===== config.mk =====
export PLATFORM = sky130hd
export DESIGN_NAME = matrix_scroll_ctrl
export DESIGN_NICKNAME = d
export VERILOG_FILES = /design/src/rtl/matrix_scroll_ctrl.sv
export SDC_FILE = /design/constraint.sdc
export NUM_CORES = 1
export LEC_CHECK = 0
export BUFFER_PORTS_ARGS = -buffer_cell sky130_fd_sc_hd__buf_2
export CORE_MARGIN = 8
export CORE_UTILIZATION = 57
export CTS_CLUSTER_SIZE = 16
export DETAILED_ROUTE_END_ITERATION = 8
export PLACE_DENSITY = 0.87
export SYNTH_ARGS = -nofsm -noshare
export SYNTH_HDL_FRONTEND = slang
export SYNTH_SLANG_ARGS = --single-unit

===== constraint.sdc =====
create_clock -name i_clk -period 3.5 [get_ports i_clk]
set_clock_uncertainty 0.2 [all_clocks]
set_input_delay 0.7 -clock i_clk [delete_from_list [all_inputs] [get_ports i_clk]]
set_output_delay 0.7 -clock i_clk [all_outputs]
set_load 0.02 [all_outputs]

===== src/rtl/matrix_scroll_ctrl.sv =====
// LED-matrix scroll sequencer: column-scan timing, scroll offset/direction and run/hold/config
// handshake; reads column patterns from a 1-cycle synchronous ROM and drives segout/scanout.
module matrix_scroll_ctrl #(
  parameter int SCAN_DIV        = 8192,
  parameter int FRAMES_PER_STEP = 64,
  parameter int ADDR_W          = 6
) (
  input  logic              i_clk,
  input  logic              i_reset,
  input  logic              i_cfg_valid,
  output logic              o_cfg_ready,
  input  logic [ADDR_W-1:0] i_cfg_len,
  input  logic              i_cfg_dir,
  output logic              o_cfg_err,
  input  logic              i_run,
  output logic [ADDR_W-1:0] o_rom_addr,
  input  logic [7:0]        i_rom_data,
  output logic [7:0]        o_segout,
  output logic [2:0]        o_scanout,
  output logic              o_step_pulse,
  output logic              o_wrap_pulse
);
  localparam int DIV_W = $clog2(SCAN_DIV);
  localparam int FRM_W = (FRAMES_PER_STEP > 1) ? $clog2(FRAMES_PER_STEP) : 1;

  typedef enum logic [1:0] {IDLE = 2'd0, RUN = 2'd1, HOLD = 2'd2} state_t;

  state_t             r_state;
  state_t             w_state_next;
  logic [DIV_W-1:0]   r_div;
  logic [2:0]         r_col;
  logic [FRM_W-1:0]   r_frame;
  logic [ADDR_W-1:0]  r_offset;
  logic [ADDR_W-1:0]  r_len;
  logic               r_dir;

  logic               w_cfg_hs;
  logic               w_cfg_ok;
  logic               w_cfg_bad;
  logic               w_restart;
  logic               w_div_wrap;
  logic               w_addr_tick;
  logic [2:0]         w_col_next;
  logic               w_frame_end;
  logic               w_step;
  logic               w_wrap;
  logic [ADDR_W:0]    w_sum;
  logic [ADDR_W:0]    w_addr;
  logic [ADDR_W-1:0]  w_offset_next;

  assign w_cfg_hs    = i_cfg_valid & o_cfg_ready;
  assign w_cfg_ok    = w_cfg_hs & (i_cfg_len >= ADDR_W'(8));
  assign w_cfg_bad   = w_cfg_hs & ~w_cfg_ok;
  assign w_restart   = w_cfg_ok & (r_state == HOLD);
  assign w_div_wrap  = (r_div == DIV_W'(SCAN_DIV - 1));
  assign w_addr_tick = (r_div == DIV_W'(SCAN_DIV - 3));
  assign w_col_next  = r_col + 3'd1;
  assign w_frame_end = w_div_wrap & (r_col == 3'd7);
  assign w_step      = (r_state == RUN) & w_frame_end & (r_frame == FRM_W'(FRAMES_PER_STEP - 1));

  // offset < len and col <= 7 < len, so one conditional subtract is a full modulo
  assign w_sum  = {1'b0, r_offset} + {{(ADDR_W-2){1'b0}}, w_col_next};
  assign w_addr = (w_sum >= {1'b0, r_len}) ? (w_sum - {1'b0, r_len}) : w_sum;

  assign w_offset_next = r_dir ? ((r_offset == '0) ? (r_len - ADDR_W'(1)) : (r_offset - ADDR_W'(1)))
                               : ((r_offset == (r_len - ADDR_W'(1))) ? '0 : (r_offset + ADDR_W'(1)));
  assign w_wrap = r_dir ? (r_offset == '0) : (r_offset == (r_len - ADDR_W'(1)));

  always_ff @(posedge i_clk or negedge i_reset) begin
    if (!i_reset) r_state <= IDLE;
    else          r_state <= w_state_next;
  end

  always_comb begin
    w_state_next = r_state;
    case (r_state)
      IDLE:    if (w_cfg_ok) w_state_next = i_run ? RUN : HOLD;
      RUN:     if (!i_run)   w_state_next = HOLD;
      HOLD:    if (i_run)    w_state_next = RUN;
      default: w_state_next = IDLE;
    endcase
  end

  always_comb begin
    o_cfg_ready = (r_state == IDLE) || (r_state == HOLD);
  end

  always_ff @(posedge i_clk or negedge i_reset) begin
    if (!i_reset) begin
      r_div        <= '0;
      r_col        <= '0;
      r_frame      <= '0;
      r_offset     <= '0;
      r_len        <= ADDR_W'(8);
      r_dir        <= 1'b0;
      o_segout     <= 8'hFF;
      o_scanout    <= '0;
      o_rom_addr   <= '0;
      o_cfg_err    <= 1'b0;
      o_step_pulse <= 1'b0;
      o_wrap_pulse <= 1'b0;
    end else begin
      o_cfg_err    <= w_cfg_bad;
      o_step_pulse <= w_step;
      o_wrap_pulse <= w_step & w_wrap;

      if (w_restart) begin
        r_div     <= '0;
        r_col     <= '0;
        o_scanout <= '0;
        o_segout  <= 8'hFF;
      end else begin
        r_div <= w_div_wrap ? '0 : (r_div + DIV_W'(1));
        if (w_addr_tick) o_rom_addr <= w_addr[ADDR_W-1:0];
        if (w_div_wrap) begin
          r_col     <= w_col_next;
          o_scanout <= w_col_next;
          o_segout  <= (r_state == IDLE) ? 8'hFF : i_rom_data;
        end
      end

      // offset only moves on a frame boundary, so a column never shows a half-updated frame
      if (w_cfg_ok) begin
        r_len    <= i_cfg_len;
        r_dir    <= i_cfg_dir;
        r_offset <= '0;
        r_frame  <= '0;
      end else if ((r_state == RUN) && w_frame_end) begin
        if (w_step) begin
          r_frame  <= '0;
          r_offset <= w_offset_next;
        end else begin
          r_frame <= r_frame + FRM_W'(1);
        end
      end
    end
  end
endmodule


==> results of run 1 <==
## cell usage after synthesis, drive strengths merged, types with 3 or more instances
| master | n | area (um^2) |
|---|---|---|
| nor2 | 51 | 191 |
| dfrtp | 45 | 1130 |
| nand2 | 36 | 135 |
| inv | 21 | 78.8 |
| xnor2 | 21 | 184 |
| a21oi | 19 | 95.1 |
| ha | 18 | 225 |
| o21ai | 18 | 90.1 |
| nand3 | 16 | 80.1 |
| xor2 | 12 | 105 |
| mux2i | 10 | 100 |
| dfstp | 9 | 236 |
| and2 | 7 | 46.3 |
| buf | 7 | 45.0 |
| nor3 | 7 | 40.0 |
| a21o | 6 | 45.0 |
| clkbuf | 6 | 22.5 |
| mux2 | 6 | 67.6 |
| and3 | 4 | 25.0 |
| nand2b | 4 | 25.0 |
| a211oi | 3 | 22.5 |
| a22oi | 3 | 22.5 |
| a31oi | 3 | 18.8 |
| nor2b | 3 | 28.8 |
## worst max-delay path, delay by kind of cell, from the launching register on
| family | cells | cell delay (ns) |
|---|---|---|
| DFF | 1 | 0.43 |
| adders and majority gates | 4 | 1.12 |
| muxes | 1 | 0.20 |
| buffers and inverters | 1 | 0.17 |
| AOI/OAI and AO/OA | 5 | 0.94 |
| xor gates and xnor gates | 1 | 0.12 |
## sequential cells by signal (all words and copies together), names as in the netlist
name and count:
o_wrap_pulse 1, r_col 3, r_len 6, r_dir 1, o_rom_addr 6, r_frame 6, o_segout 8, o_cfg_err 1
r_div 13, r_offset 6, r_state 2, o_step_pulse 1
## power breakdown
part	switching (mW)	total, mW	internal (mW)	leakage (nW)
Clock	0.197	0.357	0.160	0.0482
Combinational	0.261	0.467	0.206	1.06
Sequential	0.0890	0.812	0.723	0.696
Total	0.547	1.64	1.09	1.80
## path summary, 6_finish.rpt
kind,from,to,slack [ns],depth (start not counted)
max,r_col[0],o_rom_addr[2],0.18,12
min,i_reset,r_len[5],0.23,1
max reg2reg,r_col[0],o_rom_addr[2],0.18,12
min reg2reg,o_rom_addr[5],o_rom_addr[5],0.29,2
max in group asynchronous,i_reset,o_segout[2],2.14,2
min in group i_clk,o_rom_addr[5],o_rom_addr[5],0.29,2
## cell type report
class	count	area, um^2
fillers	488	2070
multi-input cells	275	1840
flip-flops and latches	54	1360
repair buffers	46	248
well taps	75	93.8
clock buffers	7	86.3
inverters	21	78.8
clock inverters	1	5.00
## logic make-up after synthesis
kind of cell / synth area share
DFF: 0.408
buffers and inverters: 0.0439
adders and majority gates: 0.0795
and+or+nand+nor: 0.205
xor gates and xnor gates: 0.0934
muxes: 0.0503
AOI/OAI and AO/OA: 0.120
## per-layer routing
metal	vias to the layer above	share of wire
met5	-	0
met4	0	0.015
met3	10	0.064
met2	58	0.49
met1	1262	0.43
li1	1312	-
## what timing repair did
item | in CTS | in global routing
endpoints found under the setup margin | 0 | 6
resized for setup | 0 | 3
buffers inserted | 0 | 1
## per-stage QoR
step / util / setup WS, ns / hold WS [ns] / instance area [um^2]
2_1_floorplan: - / 0.187 / 0.204 / 3340
3_3_place_gp: 0.623 / 0.279 / 0.266 / 3600
3_5_place_dp: 0.623 / 0.0894 / 0.274 / 3600
4_1_cts: 0.639 / 0.0630 / 0.249 / 3690
5_1_grt: 0.642 / 0.00223 / 0.281 / 3710
6_report: 0.642 / 0.183 / 0.233 / 3710
==> impl_metrics.toml, run 1 <==
[synthesis]
synthCells = 363
synth_area_um2 = 3340
ys_warn_count = 0
syn_area_per_cell_um2 = 9.19
yosysSeqAreaShare = 0.408
syn_nets = 402
synth_cell_types = 56
synthFlopType = "dfrtp_1"
ys_ff_latch = 54
synth_edf_count = 0
async_flop_share = 1.00

[die]
start_util = 0.577
fp-row-count = 28
die-area_um2 = 8560
core_area_um2 = 5780
die_x_um = 92.5
num_io_pins = 40
die_y_um = 92.5

[layout]
final_cells = 479
drive_gt1_frac = 0.191
final_common_cell = "nor2_1"
fin_nets = 442
layout_common_cells = "nor2_1, dfrtp_1, buf_2"
diodes = 0
area_growth_pct = 11.3

[routing]
drt-wirelength-per-cell_um = 14.9
viasPerCell = 5.52
ant_nets = 0
drt_iter0_drc = 115
postRouteWirelength_um = 7120
drc_errors = 0
vias = 2642
dr.pass1.iters = 4

[timing]
rsz0062_at_grt = "no"
timing.fmax_ghz = 0.302
hold_violations = 0
relSlewSlack = 0.537
worst_pin_slew_ns = 0.695
finalSetupViolCount = 0
fin_setup_tns_ns = 0
fin_crit_ns = 3.32
period_share = 0.948
drv_slew = 0

[clock_tree]
cts_hold_buffers = 0
clock-sinks = 54
clock-root-buffer = "clkbuf_8"
max-clock-path-buffers = 2
cts_tree = "yes"
numCtsBuffers = 5
htree_levels = 2
clk_latency_ns = 0.30
cts.clk_slew.worst_paths_ns = 0.09

[worst_setup_path]
worstSetupEndpointType = "flop"
slowest_delay_ns = 0.43
worstSetupPathType = "flop to flop"
cp_max_fo = 5
crit_chain = "ha_1 > ha_1 > ha_1 > a21oi_2 > xnor2_1 > ha_1 > a2111oi_2 > o21bai_1 > a21boi_2 > buf_4 > mux2i_1 > o21ai_1"
crit_path_top_delay_cell = "dfrtp_1"
cp_common_cell = "ha_1"
arrival_ns = 3.30
worstPathRequired_ns = 3.49
startpoint_type = "flop"

[global_routing]
use_met3 = 0.0494
overflow = 0
antenna_found_initial = 0
grtUsageMet1 = 0.209
top_usage_layer = "met2"
globalRouteMet2Util = 0.290
first_global_vias = 2682
grt_start_max_net_pins = 31
grt_usage = 0.172
grt_pass1_wl_um = 12100

[hold_path]
min_path_type = "input port to async pin"

[power_and_ir_drop]
power.leakage_nw = 1.80
power_density_nw_per_um2 = 441
ir_worst_vdd_mv = 0.298
p_total_mw = 1.64

[placed_design]
port_buffers = 39
dp.cells = 470
gp_congestion = 0.898
hpwl_um = 5330

[run]
drv_cap = 0

[status]
status = "finished, final reports clean"
Note: power is estimated with default switching activity, not from simulation.
==> run 2, diff against run 1 <==
Settings changed: CORE_ASPECT_RATIO set to 1.2, RECOVER_POWER set to 50.
==> impl_metrics.toml, run 2 (same netlist as run 1, synthesis figures left out) <==
[status]
status = "finished, final reports clean"

[clock_tree]
htree_levels = 2
cts_tree = "yes"
clk_latency_ns = 0.31
max-clock-path-buffers = 2
cts.clk_slew.worst_paths_ns = 0.10
clock-root-buffer = "clkbuf_8"
clock-sinks = 54
numCtsBuffers = 5

[routing]
drt_iter0_drc = 258
viasPerCell = 5.54
postRouteWirelength_um = 7460
drt-wirelength-per-cell_um = 15.4
dr.pass1.iters = 5
vias = 2680
drc_errors = 0
ant_nets = 0

[power_and_ir_drop]
p_total_mw = 1.71
ir_worst_vdd_mv = 0.402
power_density_nw_per_um2 = 457
power.leakage_nw = 1.79

[die]
die_x_um = 85.8
num_io_pins = 40
die_y_um = 99.8
fp-row-count = 30
start_util = 0.589
die-area_um2 = 8570
core_area_um2 = 5670

[timing]
worst_slack_ns = 0.131
period_share = 0.962
relSlewSlack = 0.317
whs_ns = 0.306
hold_violations = 0
finalSetupViolCount = 0
drv_slew = 0
worst_pin_slew_ns = 1.02
fin_crit_ns = 3.37
timing.fmax_ghz = 0.297

[worst_setup_path]
crit_path_top_delay_cell = "dfrtp_1"
arrival_ns = 3.37
worstPathRequired_ns = 3.50
cp_common_cell = "inv_1"
timing.rr.start = "r_col[0]"
reg2reg_to = "o_rom_addr[0]"
startpoint_type = "flop"
slowest_delay_ns = 0.46
reg2reg_depth = 15
worstSetupPathType = "flop to flop"
cp_max_fo = 4
worstSetupEndpointType = "flop"
critPathLaunch = "r_col[0]"
crit_chain = "inv_1 > ha_1 > inv_1 > fa_1 > inv_1 > a21o_1 > nand2_1 > xnor2_2 > ha_1 > o21ai_0 > o21bai_1 > a21boi_2 > buf_4 > mux2i_1 > mux2_1"
rrSetupSlack_ns = 0.13

[placed_design]
dp.cells = 475
port_buffers = 39
hpwl_um = 5650
pre_cts_slack_ns = 0.0574
gp_congestion = 0.973
placed_area_um2 = 3610

[layout]
largest_register_ffs = 13
diodes = 0
drive_gt1_frac = 0.176
final_cells = 484
postLayoutCellArea_um2 = 3740
biggestRegsByFlops = "r_div (13), o_segout (8)"
area_growth_pct = 12.1
fin_nets = 442
final_common_cell = "nor2_1"
regMostFlops = "r_div"
fillerInstances = 446
layout_common_cells = "nor2_1, dfrtp_1, nand2_1, buf_2"

[global_routing]
top_usage_layer = "met2"
use_met3 = 0.0515
grt_start_max_net_pins = 37
grt_pass1_wl_um = 12600
grt_usage = 0.179
grtUsageMet1 = 0.197
overflow = 0
antenna_found_initial = 0
globalRouteMet2Util = 0.320
first_global_vias = 2782

[hold_path]
hold_path_end = "o_rom_addr[4]"
hp-start = "o_rom_addr[4]"
min_path_cells = 2
min_path_type = "flop to flop"

[run]
drv_cap = 0
[run 2: cell types whose count changed in the layout (fill, tap and decap cells not counted), moves of 2 or more]
| cell | previous run | this run |
|---|---|---|
| clkbuf_1 | 1 | 6 |
| buf_2 | 39 | 36 |
| buf_4 | 7 | 5 |
| nor2b_1 | 1 | 3 |
[run 2: worst max-delay path by stage]
stage                    endpoint  slack, ns  cells past startpoint
detailed placement  o_rom_addr[3]       0.06                     12
finish              o_rom_addr[0]       0.13                     15
global route        o_rom_addr[0]      -0.03                     15
global placement    o_rom_addr[3]       0.28                     12
floorplan           o_rom_addr[0]       0.19                     11
CTS                 o_rom_addr[2]       0.01                     12
[run 2: layout make-up]
class	count	area, um^2	area share
flip-flops and latches	54	1360	0.364
repair buffers	46	238	0.0636
clock buffers	7	76.3	0.0204
inverters	21	78.8	0.0211
clock inverters	1	30.0	0.00803
multi-input cells	275	1850	0.496
well taps	80	100	0.0268
[run 2: what timing repair did]
item | in CTS | in global routing
buffers inserted | 0 | 1
resized for setup | 0 | 6
hold buffers | 0 | 0
setup endpoints to repair | 0 | 6
[run 2: per-layer routing]
layer | vias to the layer above | routed length (um)
met5 | - | 0
met4 | 0 | 93
met3 | 10 | 454
met2 | 89 | 3800
met1 | 1273 | 3120
li1 | 1308 | -
[run 2: stage by stage]
step	TNS, ns	utilization
detailed placement	0	0.637
global route	-0.0296	0.660
CTS	0	0.655
global placement	0	0.637
finish	0	0.660
floorplan	0	-
[run 2: power breakdown]
part | internal [mW] | switching (mW)
sequential | 0.723 | 0.0906
clock | 0.215 | 0.207
combinational | 0.205 | 0.269
total | 1.14 | 0.567
[run 2: critical path: cells and delay by family (launching register included)]
kind                     cells  cell delay, ns
flip-flops                   1            0.46
AO/OA/AOI/OAI                4            0.57
XOR/XNOR                     1            0.18
multiplexers                 2            0.39
buffers and inverters        4            0.38
adder cells (fa/ha/maj)      3            1.00
AND/OR/NAND/NOR              1            0.10
